<file path="src/rtl/mips_muldiv_unit.sv">
// rtl/mips_muldiv_unit.sv - iterative HI/LO multiply/divide unit (MULT/MULTU/DIV/DIVU/MTHI/MTLO)
module mips_muldiv_unit #(
    parameter int WIDTH  = 32,
    parameter int UNROLL = 1
) (
    input  logic             clock,
    input  logic             reset,
    input  logic             flush,
    input  logic             req_valid,
    output logic             req_ready,
    input  logic [2:0]       req_op,
    input  logic [WIDTH-1:0] req_a,
    input  logic [WIDTH-1:0] req_b,
    output logic             resp_valid,
    input  logic             resp_ready,
    output logic             div_by_zero,
    output logic [WIDTH-1:0] hi,
    output logic [WIDTH-1:0] lo,
    output logic             busy
);
    localparam int ITER = WIDTH / UNROLL;
    localparam int CW   = $clog2(ITER + 1);

    typedef enum logic [1:0] {S_IDLE, S_CALC, S_FIX, S_DONE} state_t;

    state_t             state_q, state_d;
    logic [WIDTH-1:0]   hw_q, hw_d, lw_q, lw_d, opnd_q, opnd_d;
    logic [WIDTH-1:0]   hi_q, hi_d, lo_q, lo_d;
    logic [CW-1:0]      cnt_q, cnt_d;
    logic               is_div_q, is_div_d, neg_q, neg_d, neg_rem_q, neg_rem_d;
    logic               dbz_pend_q, dbz_pend_d, dbz_q, dbz_d;

    logic               accept, signed_op, a_neg, b_neg;
    logic [WIDTH-1:0]   a_mag, b_mag, sh, sl;
    logic [WIDTH:0]     sum, shifted;
    logic [2*WIDTH-1:0] prod_fix;

    assign accept    = req_valid && (state_q == S_IDLE) && !flush;
    assign signed_op = !req_op[2] && !req_op[0];
    assign a_neg     = signed_op && req_a[WIDTH-1];
    assign b_neg     = signed_op && req_b[WIDTH-1];
    assign a_mag     = a_neg ? -req_a : req_a;
    assign b_mag     = b_neg ? -req_b : req_b;
    assign prod_fix  = neg_q ? -{hw_q, lw_q} : {hw_q, lw_q};

    // Working pair {sh,sl}: product accumulates right-shifting; division shifts dividend bits left into sh.
    always_comb begin
        sh      = hw_q;
        sl      = lw_q;
        sum     = '0;
        shifted = '0;
        for (int i = 0; i < UNROLL; i++) begin
            if (is_div_q) begin
                shifted = {sh, sl[WIDTH-1]};
                if (shifted >= {1'b0, opnd_q}) begin
                    shifted = shifted - {1'b0, opnd_q};
                    sl      = {sl[WIDTH-2:0], 1'b1};
                end else begin
                    sl      = {sl[WIDTH-2:0], 1'b0};
                end
                sh = shifted[WIDTH-1:0];
            end else begin
                sum = {1'b0, sh} + (sl[0] ? {1'b0, opnd_q} : '0);
                sl  = {sum[0], sl[WIDTH-1:1]};
                sh  = sum[WIDTH:1];
            end
        end
    end

    always_comb begin
        state_d    = state_q;
        hw_d       = hw_q;
        lw_d       = lw_q;
        opnd_d     = opnd_q;
        hi_d       = hi_q;
        lo_d       = lo_q;
        cnt_d      = cnt_q;
        is_div_d   = is_div_q;
        neg_d      = neg_q;
        neg_rem_d  = neg_rem_q;
        dbz_pend_d = dbz_pend_q;
        dbz_d      = dbz_q;
        case (state_q)
            S_IDLE: begin
                if (accept) begin
                    case (req_op)
                        3'd0, 3'd1, 3'd2, 3'd3: begin
                            dbz_d      = 1'b0;
                            is_div_d   = req_op[1];
                            neg_d      = a_neg ^ b_neg;
                            cnt_d      = '0;
                            hw_d       = '0;
                            dbz_pend_d = 1'b0;
                            state_d    = S_CALC;
                            if (req_op[1]) begin
                                lw_d      = a_mag;
                                opnd_d    = b_mag;
                                neg_rem_d = a_neg;
                                if (req_b == '0) begin
                                    hw_d       = req_a;
                                    lw_d       = '1;
                                    neg_d      = 1'b0;
                                    neg_rem_d  = 1'b0;
                                    dbz_pend_d = 1'b1;
                                    state_d    = S_FIX;
                                end
                            end else begin
                                lw_d      = b_mag;
                                opnd_d    = a_mag;
                                neg_rem_d = 1'b0;
                            end
                        end
                        3'd4:    hi_d = req_a;
                        3'd5:    lo_d = req_a;
                        default: ;
                    endcase
                end
            end
            S_CALC: begin
                hw_d  = sh;
                lw_d  = sl;
                cnt_d = cnt_q + CW'(1);
                if (cnt_q == CW'(ITER - 1)) begin
                    state_d = S_FIX;
                end
            end
            S_FIX: begin
                if (is_div_q) begin
                    lo_d = neg_q ? -lw_q : lw_q;
                    hi_d = neg_rem_q ? -hw_q : hw_q;
                end else begin
                    {hi_d, lo_d} = prod_fix;
                end
                dbz_d   = dbz_pend_q;
                state_d = S_DONE;
            end
            S_DONE: begin
                if (resp_ready) begin
                    state_d = S_IDLE;
                end
            end
            default: state_d = S_IDLE;
        endcase
        // Flush wins over a same-edge commit so an aborted op never touches HI/LO.
        if (flush) begin
            state_d = S_IDLE;
            hi_d    = hi_q;
            lo_d    = lo_q;
            dbz_d   = dbz_q;
        end
    end

    always_ff @(posedge clock or posedge reset) begin
        if (reset) begin
            state_q    <= S_IDLE;
            hw_q       <= '0;
            lw_q       <= '0;
            opnd_q     <= '0;
            hi_q       <= '0;
            lo_q       <= '0;
            cnt_q      <= '0;
            is_div_q   <= 1'b0;
            neg_q      <= 1'b0;
            neg_rem_q  <= 1'b0;
            dbz_pend_q <= 1'b0;
            dbz_q      <= 1'b0;
        end else begin
            state_q    <= state_d;
            hw_q       <= hw_d;
            lw_q       <= lw_d;
            opnd_q     <= opnd_d;
            hi_q       <= hi_d;
            lo_q       <= lo_d;
            cnt_q      <= cnt_d;
            is_div_q   <= is_div_d;
            neg_q      <= neg_d;
            neg_rem_q  <= neg_rem_d;
            dbz_pend_q <= dbz_pend_d;
            dbz_q      <= dbz_d;
        end
    end

    assign req_ready   = (state_q == S_IDLE);
    assign resp_valid  = (state_q == S_DONE);
    assign busy        = (state_q == S_CALC) || (state_q == S_FIX);
    assign div_by_zero = dbz_q;
    assign hi          = hi_q;
    assign lo          = lo_q;

endmodule
</file>
<file path="config.mk">
export PLATFORM = sky130hd
export DESIGN_NAME = mips_muldiv_unit
export DESIGN_NICKNAME = d
export VERILOG_FILES = /design/src/rtl/mips_muldiv_unit.sv
export SDC_FILE = /design/constraint.sdc
export NUM_CORES = 1
export LEC_CHECK = 0
export CAP_MARGIN = 10
export CORE_MARGIN = 2
export CORE_UTILIZATION = 54
export CTS_CLUSTER_SIZE = 24
export DETAILED_ROUTE_END_ITERATION = 6
export GPL_TIMING_DRIVEN = 0
export PLACE_DENSITY = 0.78
export SLEW_MARGIN = 20
export SYNTH_ARGS = -nofsm -noshare
export SYNTH_HDL_FRONTEND = slang
export SYNTH_SLANG_ARGS = --single-unit
</file>
<file path="constraint.sdc">
create_clock -name clock -period 4.9 [get_ports clock]
set_input_delay 0.49 -clock clock [delete_from_list [all_inputs] [get_ports clock]]
set_output_delay 0.49 -clock clock [all_outputs]
set_load 0.02 [all_outputs]
</file>
==> results by group <==
Place
  – Worst slack after detailed placement: approximately 0.18 ns
  – Final weighted congestion of routability-driven global placement: 1.09
  – Final HPWL DP: 54500 um
  – Number of placed instances, taps included: 2579
  – Port buffer count: 137
  – Instance area after placement: 0.0176 mm^2

Setup path
  – Required time of the worst setup path: 5.28 ns
  – Nature of the critical path startpoint: flip-flop
  – Maximum single-stage delay on the critical path: roughly 0.69 ns
  – Crit-path cells: inv_1, clkbuf_1, ha_1, or4b_2, nor2_1, or4b_1, buf_2, or3_4, nand2_2, buf_6, o21ai_1, xor2_1, a21oi_1, o21ai_1
  – Count of buffering cells on the critical path with inverters included: 4
  – Max FO, Critical Path: 10
  – Slowest stage cell on the critical path: sky130_fd_sc_hd__clkbuf_1
  – Data arrival time at the worst-slack endpoint: 5.20 ns
  – CP top delay family: simple AND/OR/NAND/NOR gates
  – Most repeated library cell on the critical path: sky130_fd_sc_hd__o21ai_1
  – Setup Crit Path Kind: flip-flop to flip-flop
  – Setup crit end kind: flip-flop

Floorplan
  – Die outline width: about 170 um
  – I/O Pins: 140
  – Die area: 0.0304 mm^2
  – Starting utilization of the core area: 0.548
  – Core area: 0.0286 mm^2
  – FP Rows: 62
  – Overall die height: around 170 um

STA
  – Fin. Hold Viols: 0
  – RSZ-0062 raised after global routing: no
  – Final worst setup slack: 0.0748 ns
  – Number of pins exceeding their max-slew limit in the final report: 0
  – Worst slack on hold paths: 0.469 ns
  – Tightest slew margin relative to the limit: 0.247
  – Worst setup skew after layout: 0.0115 ns
  – Share of the cycle needed by the critical path after routing: 0.985
  – Setup violators final: 0
  – Slew @ Worst Pin: 1.12 ns
  – Setup Total Neg Slack: 0 ns
  – Achievable frequency: 0.207 GHz
  – Final critical-path required period: 4.83 ns

Synth
  – Gate count after technology mapping: slightly above 2k
  – Count of cell types in the netlist: 75
  – Cell area after technology mapping: 0.0157 mm^2
  – Part of the Yosys area used for sequential elements: 0.276
  – Number of synthesized register bits: 173
  – Top cells by instance count after synthesis: sky130_fd_sc_hd__nand2_1, sky130_fd_sc_hd__a21oi_1, sky130_fd_sc_hd__o21ai_0, sky130_fd_sc_hd__nor2_1, sky130_fd_sc_hd__dfrtp_1
  – Cell types with the largest area share after synthesis: sky130_fd_sc_hd__dfrtp_1, sky130_fd_sc_hd__a21oi_1, sky130_fd_sc_hd__o21ai_0, sky130_fd_sc_hd__ha_1, sky130_fd_sc_hd__nand2_1
  – Warning count from the yosys run: 0
  – Most repeated cell in the gate-level netlist after synthesis: sky130_fd_sc_hd__nand2_1
  – Post-synthesis net count: around 2.2k
  – EDFF count, synth: 0
  – Post-synth top area share: 0.276
  – Per-instance average area after synthesis: between 7 and 8 um^2
  – Cell type with the highest aggregate area in the netlist: sky130_fd_sc_hd__dfrtp_1
  – Main flop type after synthesis: sky130_fd_sc_hd__dfrtp_1
  – Post-synth ARST share: 1.00

Run status
  – Run status: complete, but fails checks
  – Violations in the final reports: DRC

GRT
  – Antenna violations before repair: 6
  – Maximum number of pins on one net before global-route repair: 37
  – Via count of the first global-routing pass: 16.8k
  – GRT Total Usage: 0.452
  – Grt ovf: 0
  – Global-route wire length before repair: 103000 um

Clock network
  – Library cell used as clock root buffer: sky130_fd_sc_hd__clkbuf_16
  – H-tree levels: 4
  – Latest clock arrival within the worst-skew pair: about 0.46 ns
  – CTS Buffer Depth: 2
  – Clock transition at path regs: ~0.07 ns
  – Clock sink count: 173
  – Setup Fix Bufs, Post-CTS: 0
  – Hold buffer count at CTS: 0
  – Clock buffer count from CTS: 17
  – TritonCTS clock tree: built

Min path
  – Hold WC Path Type: input port to asynchronous set/reset pin

Layout
  – Area growth syn-to-layout: 16.6%
  – Count of antenna diodes in the layout: 0
  – Fraction of layout instances using a drive strength above 1: 0.0395
  – Non-Filler Instances: 2611
  – Net total in the final layout: between 2k and 2.5k
  – Finished Cell Area: 0.0183 mm^2
  – Final core area utilization: 0.639

Routing
  – DRC violations left: 12
  – Remaining number of nets flagged by the antenna check after routing: 0
  – Routed wirelength normalized by instance count: 26.6 um
  – Routed vias/inst: 6.71
  – Final Routed Wirelength: between 60000 and 70000 um
  – Vias after detailed routing: 17.5k
  – DRC marker count from the first detailed-route iteration: 2380
  – Pre-Repair DR Iteration Count: 7

Pwr
  – Total power: 12.2 mW
  – Cell area power density: between 600 and 700 mW/mm^2
  – Maximum vdd drop: 0.493 mV
  – Leakage power total: approximately 7.7 nW

Run
  – Max-cap violations: 0
## cells in the final DEF, fill, tap and decap left out, types with 15 or more instances in the layout
master	synthesis	routed
sky130_fd_sc_hd__nor2b_1	27	27
sky130_fd_sc_hd__or4_1	15	15
sky130_fd_sc_hd__mux2i_1	53	53
sky130_fd_sc_hd__clkdlybuf4s50_1	0	137
sky130_fd_sc_hd__xnor2_1	85	85
sky130_fd_sc_hd__xor2_1	83	83
sky130_fd_sc_hd__inv_1	72	71
sky130_fd_sc_hd__ha_1	74	74
sky130_fd_sc_hd__a31oi_1	22	22
sky130_fd_sc_hd__nand2_1	215	215
sky130_fd_sc_hd__clkbuf_1	114	114
sky130_fd_sc_hd__o21ai_1	24	24
sky130_fd_sc_hd__nand3_1	33	33
sky130_fd_sc_hd__o21ai_0	197	196
sky130_fd_sc_hd__nor2_1	191	191
sky130_fd_sc_hd__clkbuf_16	0	17
sky130_fd_sc_hd__a21oi_1	208	208
sky130_fd_sc_hd__dfrtp_1	173	173
sky130_fd_sc_hd__or3_1	20	20
sky130_fd_sc_hd__nor3_1	56	55
sky130_fd_sc_hd__a21o_1	50	50
sky130_fd_sc_hd__o31ai_1	24	24
sky130_fd_sc_hd__nor4_1	20	19
sky130_fd_sc_hd__a211oi_1	37	37
## state kept, by name, indices dropped and copies added (netlist names)
signal / cells
lw_q: 32
neg_rem_q: 1
dbz_pend_q: 1
state_q: 2
hw_q: 32
is_div_q: 1
opnd_q: 32
div_by_zero: 1
cnt_q: 6
lo: 32
hi: 32
neg_q: 1
## where the power goes
part           internal, mW  switching, mW
Clock                 0.827          0.674
Combinational          3.02           4.83
Sequential             2.03          0.808
Total                  5.87           6.31
## worst reg2reg max path, cell delays in order, from the launching register on
cell                       delay (ns)
sky130_fd_sc_hd__dfrtp_1         0.55
sky130_fd_sc_hd__inv_1           0.32
sky130_fd_sc_hd__clkbuf_1        0.69
sky130_fd_sc_hd__ha_1            0.36
sky130_fd_sc_hd__or4b_2          0.67
sky130_fd_sc_hd__nor2_1          0.12
sky130_fd_sc_hd__or4b_1          0.43
sky130_fd_sc_hd__buf_2           0.17
sky130_fd_sc_hd__or3_4           0.40
sky130_fd_sc_hd__nand2_2         0.11
sky130_fd_sc_hd__buf_6           0.15
sky130_fd_sc_hd__o21ai_1         0.09
sky130_fd_sc_hd__xor2_1          0.37
sky130_fd_sc_hd__a21oi_1         0.16
sky130_fd_sc_hd__o21ai_1         0.16
## metal layers
layer | part of all wire | up-vias | track usage
met3 | 0.13 | 334 | 0.130
met2 | 0.43 | 1276 | 0.692
met1 | 0.37 | 8137 | 0.556
met4 | 0.076 | 4 | 0.295
met5 | 0.00039 | - | 0
li1 | - | 7761 | -
## layout make-up
type / count / area (um^2)
Buffer: 128 / 505
Clock buffer: 18 / 439
Clock inverter: 14 / 180
Fill cell: 2578 / 10300
Inverter: 73 / 278
Multi-Input combinational cell: 1679 / 10600
Sequential cell: 173 / 4330
Tap cell: 384 / 480
Timing Repair Buffer: 142 / 1480
## what timing repair did
item,in CTS,in global routing
endpoints found under the setup margin,0,10
endpoints found under the hold margin,0,0
gates resized for setup,0,2
## logic make-up after synthesis
logic type	after synthesis	synth area share
AOI/OAI and AO/OA	701	0.274
xor gates and xnor gates	168	0.0938
adders and majority gates	76	0.0616
buffers and inverters	201	0.0497
DFF	173	0.276
muxes	67	0.0439
and+or+nand+nor	667	0.201
## final timing paths
| check | startpoint | end | slack (ns) | depth (start not counted) |
|---|---|---|---|---|
| worst max-delay path | lw_q[0] | hi[8] | 0.07 | 14 |
| worst min-delay path | reset | lo[16] | 0.47 | 2 |
| worst max register to register | lw_q[0] | hi[8] | 0.07 | 14 |
| worst min register to register | lo[26] | lo[26] | 0.48 | 1 |
| max in group asynchronous | reset | opnd_q[8] | 3.40 | 5 |
| min in group clock | lo[26] | lo[26] | 0.48 | 1 |
Note: power is estimated with default switching activity, not from simulation.
